File: config.mk
export PLATFORM = sky130hd
export DESIGN_NAME = logic_test_unit
export DESIGN_NICKNAME = d
export VERILOG_FILES = /design/src/rtl/logic_test_unit.sv
export SDC_FILE = /design/constraint.sdc
export NUM_CORES = 1
export LEC_CHECK = 0
export CORE_MARGIN = 5
export CORE_UTILIZATION = 46
export DETAILED_ROUTE_END_ITERATION = 10
export PLACE_DENSITY = 0.85
export SYNTH_ARGS = -nofsm -noshare
export SYNTH_HDL_FRONTEND = slang
export SYNTH_SLANG_ARGS = --single-unit
File: constraint.sdc
create_clock -name clk -period 1.7 [get_ports clk]
set_input_delay 0.17 -clock clk [delete_from_list [all_inputs] [get_ports clk]]
set_output_delay 0.17 -clock clk [all_outputs]
set_load 0.005 [all_outputs]
File: src/rtl/logic_test_unit.sv
// Two-stage flag-setting logical test unit (TST/TEQ/ORT/BCT) with valid/ready handshake.
// Optional B-operand left shifter with carry-out is enabled by defining LTU_SHIFTER_EN.
module logic_test_unit #(
    parameter int WIDTH = 16,
    parameter int SHW   = $clog2(WIDTH)
) (
    input  logic             clk,
    input  logic             rst,
    input  logic             in_valid,
    output logic             in_ready,
    input  logic [WIDTH-1:0] in_a,
    input  logic [WIDTH-1:0] in_b,
    input  logic [1:0]       in_op,
    input  logic [SHW-1:0]   in_shamt,
    output logic             out_valid,
    input  logic             out_ready,
    output logic [WIDTH-1:0] out_result,
    input  logic             flush,
    input  logic             flags_wr,
    input  logic [1:0]       flags_in,
    output logic             flag_n,
    output logic             flag_z,
    output logic             flag_c,
    output logic             flag_v
);

    typedef enum logic [1:0] {
        OP_TST = 2'b00,
        OP_TEQ = 2'b01,
        OP_ORT = 2'b10,
        OP_BCT = 2'b11
    } op_e;

    function automatic logic [WIDTH-1:0] logic_op(input logic [WIDTH-1:0] a,
                                                  input logic [WIDTH-1:0] b,
                                                  input op_e op);
        logic [WIDTH-1:0] r;
        case (op)
            OP_TST:  r = a & b;
            OP_TEQ:  r = a ^ b;
            OP_ORT:  r = a | b;
            OP_BCT:  r = a & ~b;
            default: r = a & b;
        endcase
        return r;
    endfunction

    logic             s1_valid_q, s1_valid_d;
    logic [WIDTH-1:0] a_q, a_d;
    logic [WIDTH-1:0] b_q, b_d;
    op_e              op_q, op_d;
    logic             s2_valid_q, s2_valid_d;
    logic [WIDTH-1:0] result_q, result_d;
    logic             n_q, n_d, z_q, z_d, c_q, c_d, v_q, v_d;

    logic             s2_load_s;
    logic             in_ready_s;
    logic             accept_s;
    logic [WIDTH-1:0] b_eff_s;
    logic [WIDTH-1:0] op_result_s;
    logic             sh_carry_en_s;
    logic             sh_carry_s;

    assign s2_load_s   = s1_valid_q && (!s2_valid_q || out_ready) && !flush;
    assign in_ready_s  = !flush && (!s1_valid_q || s2_load_s);
    assign accept_s    = in_valid && in_ready_s;
    assign op_result_s = logic_op(a_q, b_eff_s, op_q);

`ifdef LTU_SHIFTER_EN
    logic [SHW-1:0] shamt_q, shamt_d;
    logic [WIDTH:0] b_wide_s;

    // Shift amount travels with its beat through S1
    always_comb begin
        if (accept_s) begin
            shamt_d = in_shamt;
        end else begin
            shamt_d = shamt_q;
        end
    end

    // Shift amount register
    always_ff @(posedge clk or posedge rst) begin
        if (rst) begin
            shamt_q <= {SHW{1'b0}};
        end else begin
            shamt_q <= shamt_d;
        end
    end

    // The extra top bit catches the last bit shifted out of B
    assign b_wide_s      = {1'b0, b_q} << shamt_q;
    assign b_eff_s       = b_wide_s[WIDTH-1:0];
    assign sh_carry_en_s = (shamt_q != {SHW{1'b0}});
    assign sh_carry_s    = b_wide_s[WIDTH];
`else
    logic unused_shamt_s;
    assign unused_shamt_s = ^in_shamt;
    assign b_eff_s        = b_q;
    assign sh_carry_en_s  = 1'b0;
    assign sh_carry_s     = 1'b0;
`endif

    // Pipeline advance, result capture and flag update
    always_comb begin
        s1_valid_d = s1_valid_q;
        a_d        = a_q;
        b_d        = b_q;
        op_d       = op_q;
        s2_valid_d = s2_valid_q;
        result_d   = result_q;
        n_d        = n_q;
        z_d        = z_q;
        if (flush) begin
            s1_valid_d = 1'b0;
            s2_valid_d = 1'b0;
        end else begin
            if (accept_s) begin
                s1_valid_d = 1'b1;
                a_d        = in_a;
                b_d        = in_b;
                op_d       = op_e'(in_op);
            end else if (s2_load_s) begin
                s1_valid_d = 1'b0;
            end else begin
                s1_valid_d = s1_valid_q;
            end
            if (s2_load_s) begin
                s2_valid_d = 1'b1;
                result_d   = op_result_s;
                n_d        = op_result_s[WIDTH-1];
                z_d        = (op_result_s == {WIDTH{1'b0}});
            end else if (out_ready) begin
                s2_valid_d = 1'b0;
            end else begin
                s2_valid_d = s2_valid_q;
            end
        end
        // A shifter carry on the same edge overrides an explicit C load
        if (s2_load_s && sh_carry_en_s) begin
            c_d = sh_carry_s;
        end else if (flags_wr) begin
            c_d = flags_in[1];
        end else begin
            c_d = c_q;
        end
        if (flags_wr) begin
            v_d = flags_in[0];
        end else begin
            v_d = v_q;
        end
    end

    // Pipeline and flag registers
    always_ff @(posedge clk or posedge rst) begin
        if (rst) begin
            s1_valid_q <= 1'b0;
            a_q        <= {WIDTH{1'b0}};
            b_q        <= {WIDTH{1'b0}};
            op_q       <= OP_TST;
            s2_valid_q <= 1'b0;
            result_q   <= {WIDTH{1'b0}};
            n_q        <= 1'b0;
            z_q        <= 1'b0;
            c_q        <= 1'b0;
            v_q        <= 1'b0;
        end else begin
            s1_valid_q <= s1_valid_d;
            a_q        <= a_d;
            b_q        <= b_d;
            op_q       <= op_d;
            s2_valid_q <= s2_valid_d;
            result_q   <= result_d;
            n_q        <= n_d;
            z_q        <= z_d;
            c_q        <= c_d;
            v_q        <= v_d;
        end
    end

    assign in_ready   = in_ready_s;
    assign out_valid  = s2_valid_q;
    assign out_result = result_q;
    assign flag_n     = n_q;
    assign flag_z     = z_q;
    assign flag_c     = c_q;
    assign flag_v     = v_q;

endmodule
[After elaboration in Yosys (flattened, before gate mapping)]
Cells that the tools add are included.
Cells by class
  reduce and logical (&&, ||, !) cells: 15
  multiplexer cells: 7
  bitwise gates (word level): 6
  equal/unequal tests: 3
Operator list (count)
  16-bit case mux with 4 select lines: 1
  16-bit AND: 2
  16-bit logical NOT: 1
  16-bit NOT: 1
  16-bit bitwise OR: 1
  16-bit bitwise XOR: 1
  1-bit two-way mux: 6
  3-bit nonzero test: 2
  2-bit equality test, second input constant: 2
  1-bit logical AND: 4
  2-bit AND reduction: 2
  1-bit logical NOT: 3
  2-bit by 1-bit equality test with 1-bit output, second input constant: 1
  2-bit logical NOT: 1
  1-bit logical OR: 2
  1-bit NOT: 1
Word-level totals
  word-level logic and storage cells: 41
  output and inout port bits: 22
  bits of input ports: 46
  flip-flop bits (word level): 56

[Longest topological paths before layout]
  depth after elaboration: 9
  depth in mapped cells: 9
  gate-level depth less buffers: 7

[Least setup slack after synthesis]
OpenSTA, ideal clock, no wires.
  kind: register to register
  from: reg op_q[0]
  to: reg z_q, in the netlist flag_z
  path slack: -0.101 ns
  library setup time: 0.103 ns
  arrival: 1.697 ns
  path buffers: 2
  data required time: 1.597 ns
  stages on the path, launching flop included: 8
  path through: dfrtp_1 ha_1 buf_4 buf_6 xor2_1 a222oi_1 a32oi_1 o41ai_2
Between the ends
  longest elaborated chain between the ends: 3
  elaborated cells on any way between the ends: 6
  those cells by class: eq/ne: 3; mux: 1; reduce/logical: 2
Ends and longest elaborated chain
  start, declared: RTL line 51  | op_e op_q, op_d;
  start signal, assigned: RTL line 171  | op_q <= op_d;
  2-bit equality test (tied with other cells): RTL line 38  | case (op)
  16-bit case mux with 4 select lines (*): RTL line 38
  16-bit logical NOT (*): RTL line 132  | z_d = (op_result_s == {WIDTH{1'b0}});
  end signal, assigned: RTL line 175  | z_q <= z_d;
  end, declared: RTL line 54  | logic n_q, n_d, z_q, z_d, c_q, c_d, v_q, v_d;
Mark *: on every way between the ends. The rest lies on a longest branch, timed or not.
A chain may end at the register's enable or synchronous reset.

[Worst setup path in the final report]
Same ends and word-level chain as after synthesis.

==> out/metrics.csv <==
stage,metric,value,unit
detailed_routing,wire per inst,16.6,um
global_routing,largest net degree at the start of global routing,56,
setup_path,worst setup path category,flop to flop,
global_routing,vias in the first global route,2651,
setup_path,Setup crit end kind,flop,
placement,IO buf count,63,
detailed_routing,DRT Wirelength,7950,um
die,core area,6420,um^2
power,Power Dens Cells,1090,nW/um^2
power,worst vdd ir,545,uV
hold_path,HP Class,input port to async pin,
detailed_routing,vias per cell,5.32,
timing,Worst Skew,0.00716,ns
final_layout,layout cell share with drive strength beyond 1,34.7,%
setup_path,Critical R2R Capture,flag_z$_DFFE_PP0P_,
die,die height,91.5,um
timing,period utilisation layout,113,%
detailed_routing,vias,2552,
final_layout,Area growth syn-to-layout,47.2,%
placement,routability cong.,0.883,
clock_network,CTS tree,yes,
synth,"Seq/Total Area, Yosys",45.0,%
die,IO Pins,68,
synth,share of flip-flops with an asynchronous set or reset,100,%
timing,Peak Freq,519,MHz
timing,RSZ-0062 raised after global routing,true,
setup_path,crit start category,flop,
clock_network,Root Buffer,clkbuf_8,
synth,synthesized area per cell,10.5,um^2
synth,Yosys reg bits,55,
timing,Worst slew margin,75.6,%
die,Die W,91.5,um
setup_path,Max stage delay on crit path,0.48,ns
setup_path,Crit path buffers/inverters,1,
final_layout,"commonest non-fill, non-tap cell in the layout",clkdlybuf4s50_1,
timing,endpoints failing hold,0,
detailed_routing,First-pass DRT Iterations,4,
synth,Yosys warning count,0,
synth,Syn Std Cell Area,3060,um^2
placement,pre-CTS WS,-0.264,ns
final_layout,most frequent cells in the layout,"clkdlybuf4s50_1, dfrtp_1, buf_4",
setup_path,"Slowest-stage cell, CP",dfrtp_2,
job,max-cap violations,0,
timing,final hold slack,0.214,ns
setup_path,CP cell instances,ha_4 > buf_12 > xor2_1 > nand2_1 > and4_1 > o2111ai_2 > o41ai_2,
synth,"area leader, netlist",dfrtp_1,
timing,Tmin final,1.93,ns
global_routing,initial antenna violation count,0,
setup_path,reg2reg start,op_q[0]$_DFFE_PP0P_,
synth,post-synth top area share,45.0,%
power,Pleak,2.12,nW
timing,setup ws final,-0.228,ns
synth,"top cells by area, synth","dfrtp_1, mux2_2, ha_1",
setup_path,worst reg2reg path depth,7,
final_layout,fillers,454,
detailed_routing,Remaining DRCs,0,
clock_network,worst skew pair latency,0.31,ns
placement,DP HPWL,5320,um
global_routing,total track usage,17.9,%
timing,final setup violation count,6,
synth,Main synth FF type,dfrtp_1,
detailed_routing,DR iter-0 viols,94,
detailed_routing,post-route ant nets,0,
clock_network,H-tree levels,2,
status,failing checks,setup timing,
synth,distinct cell type count after synthesis,33,
setup_path,crit path DAT,2.14,ns
power,total power,0.00489,W
setup_path,"delay-heaviest family, CP",flip-flops,
clock_network,CTS Buf Count,5,
final_layout,ant diodes,0,
die,Initial Util,47.6,%
setup_path,CP required,1.91,ns
setup_path,worst reg2reg setup slack,-0.23,ns
synth,Mapped Cells,290,
global_routing,grt ovf,0,
clock_network,deepest clock path buffer count,2,
clock_network,Sink Count,55,
timing,count of pins over their slew limit,0,
final_layout,Final Net Count,467,
clock_network,Worst-path clk slew,0.09,ns
die,Rows,29,
timing,actual slew at the worst max-slew pin,0.366,ns
setup_path,CP max FO,9,
die,DIE AREA,8380,um^2
synth,Post-synth EDFFs,0,
global_routing,first-pass GRT wire length,12300,um
clock_network,# hold bufs at CTS,0,
synth,Post-Synthesis Net Count,355,
timing,setup tns final,-0.604,ns
final_layout,fin util,70.1,%
status,outcome,"complete, but fails checks",
==> layer usage <==
layer | global-route usage (%) | share of wire (%) | vias to the layer above
li1 | - | - | 1213
met1 | 21.6 | 39 | 1246
met2 | 32.1 | 53 | 75
met3 | 3.47 | 5.8 | 18
met4 | 5.03 | 2.0 | 0
met5 | 0 | 0 | -
==> per-stage QoR <==
| step | instance area, um^2 | std cells |
|---|---|---|
| floorplan | 3080 | 290 |
| global placement | 4100 | 460 |
| detailed placement | 4100 | 460 |
| CTS | 4270 | 468 |
| global route | 4500 | 480 |
| finish | 4500 | 480 |
==> sequential cells by signal, indices dropped and copies added (netlist names) <==
signal,count
a_q,16
b_eff_s,16
out_result,16
op_q,2
flag_c,1
flag_v,1
flag_z,1
out_valid,1
s1_valid_q,1
==> power breakdown <==
group / total, W / internal (W) / switching, W
Clock: 0.000899 / 0.000477 / 0.000422
Sequential: 0.00178 / 0.00158 / 0.000205
Combinational: 0.00220 / 0.00126 / 0.000943
Total: 0.00489 / 0.00332 / 0.00157
==> cell type report <==
cell class,instances,area (um^2),area share (%)
Clock buffer,6,82.6,1.84
Tap cell,77,96.3,2.14
Clock inverter,2,35.0,0.779
Timing Repair Buffer,122,1130,25.1
Multi-Input combinational cell,168,1590,35.3
Inverter,50,188,4.17
Sequential cell,55,1380,30.6
==> cells in the mapped netlist, drive strengths merged (2+ instances only) <==
library cell  number
mux2              38
a21oi             11
clkbuf             8
and4               3
buf                9
a211oi             7
xor2              16
ha                19
a221oi             8
a31oi              5
dfrtp             55
nand3              2
nand2b             3
a22oi              6
nand2             20
o21ai              6
inv               50
nor2               6
a21o               7
==> how the worst max path moves through the flow <==
| stage | startpoint | to | slack [ns] | depth (start not counted) |
|---|---|---|---|---|
| after global placement | op_q[0]$_DFFE_PP0P_ | flag_z$_DFFE_PP0P_ | -0.18 | 8 |
| after CTS | b_eff_s[5]$_DFFE_PP0P_ | flag_z$_DFFE_PP0P_ | -0.18 | 7 |
| after global routing | op_q[0]$_DFFE_PP0P_ | flag_z$_DFFE_PP0P_ | -0.28 | 7 |
| final | op_q[0]$_DFFE_PP0P_ | flag_z$_DFFE_PP0P_ | -0.23 | 7 |
| after detailed placement | op_q[0]$_DFFE_PP0P_ | flag_z$_DFFE_PP0P_ | -0.26 | 8 |
| after floorplan | op_q[0]$_DFFE_PP0P_ | flag_z$_DFFE_PP0P_ | -0.04 | 7 |
==> worst reg2reg max path, cell delays in order, from the launching register on <==
cell,delay (ns)
dfrtp_2,0.48
ha_4,0.25
buf_12,0.16
xor2_1,0.13
nand2_1,0.10
and4_1,0.28
o2111ai_2,0.13
o41ai_2,0.30
==> repair_timing <==
action / 4_1_cts / 5_1_grt
buffers inserted: 0 / 12
pin swaps: 2 / 7
gates resized for setup: 12 / 28
endpoints found under the setup margin: 14 / 14
==> kinds of logic (layout without fill, tap and decap cells) <==
| family | after synthesis | count (layout) | synth area share [%] |
|---|---|---|---|
| AOI/OAI and AO/OA | 59 | 59 | 14.0 |
| xor gates and xnor gates | 16 | 16 | 4.58 |
| adders and majority gates | 19 | 19 | 7.78 |
| buffers and inverters | 67 | 180 | 8.88 |
| DFF | 55 | 55 | 45.0 |
| muxes | 38 | 38 | 14.0 |
| and+or+nand+nor | 36 | 36 | 5.73 |
Power figures use the tool's default switching activity.
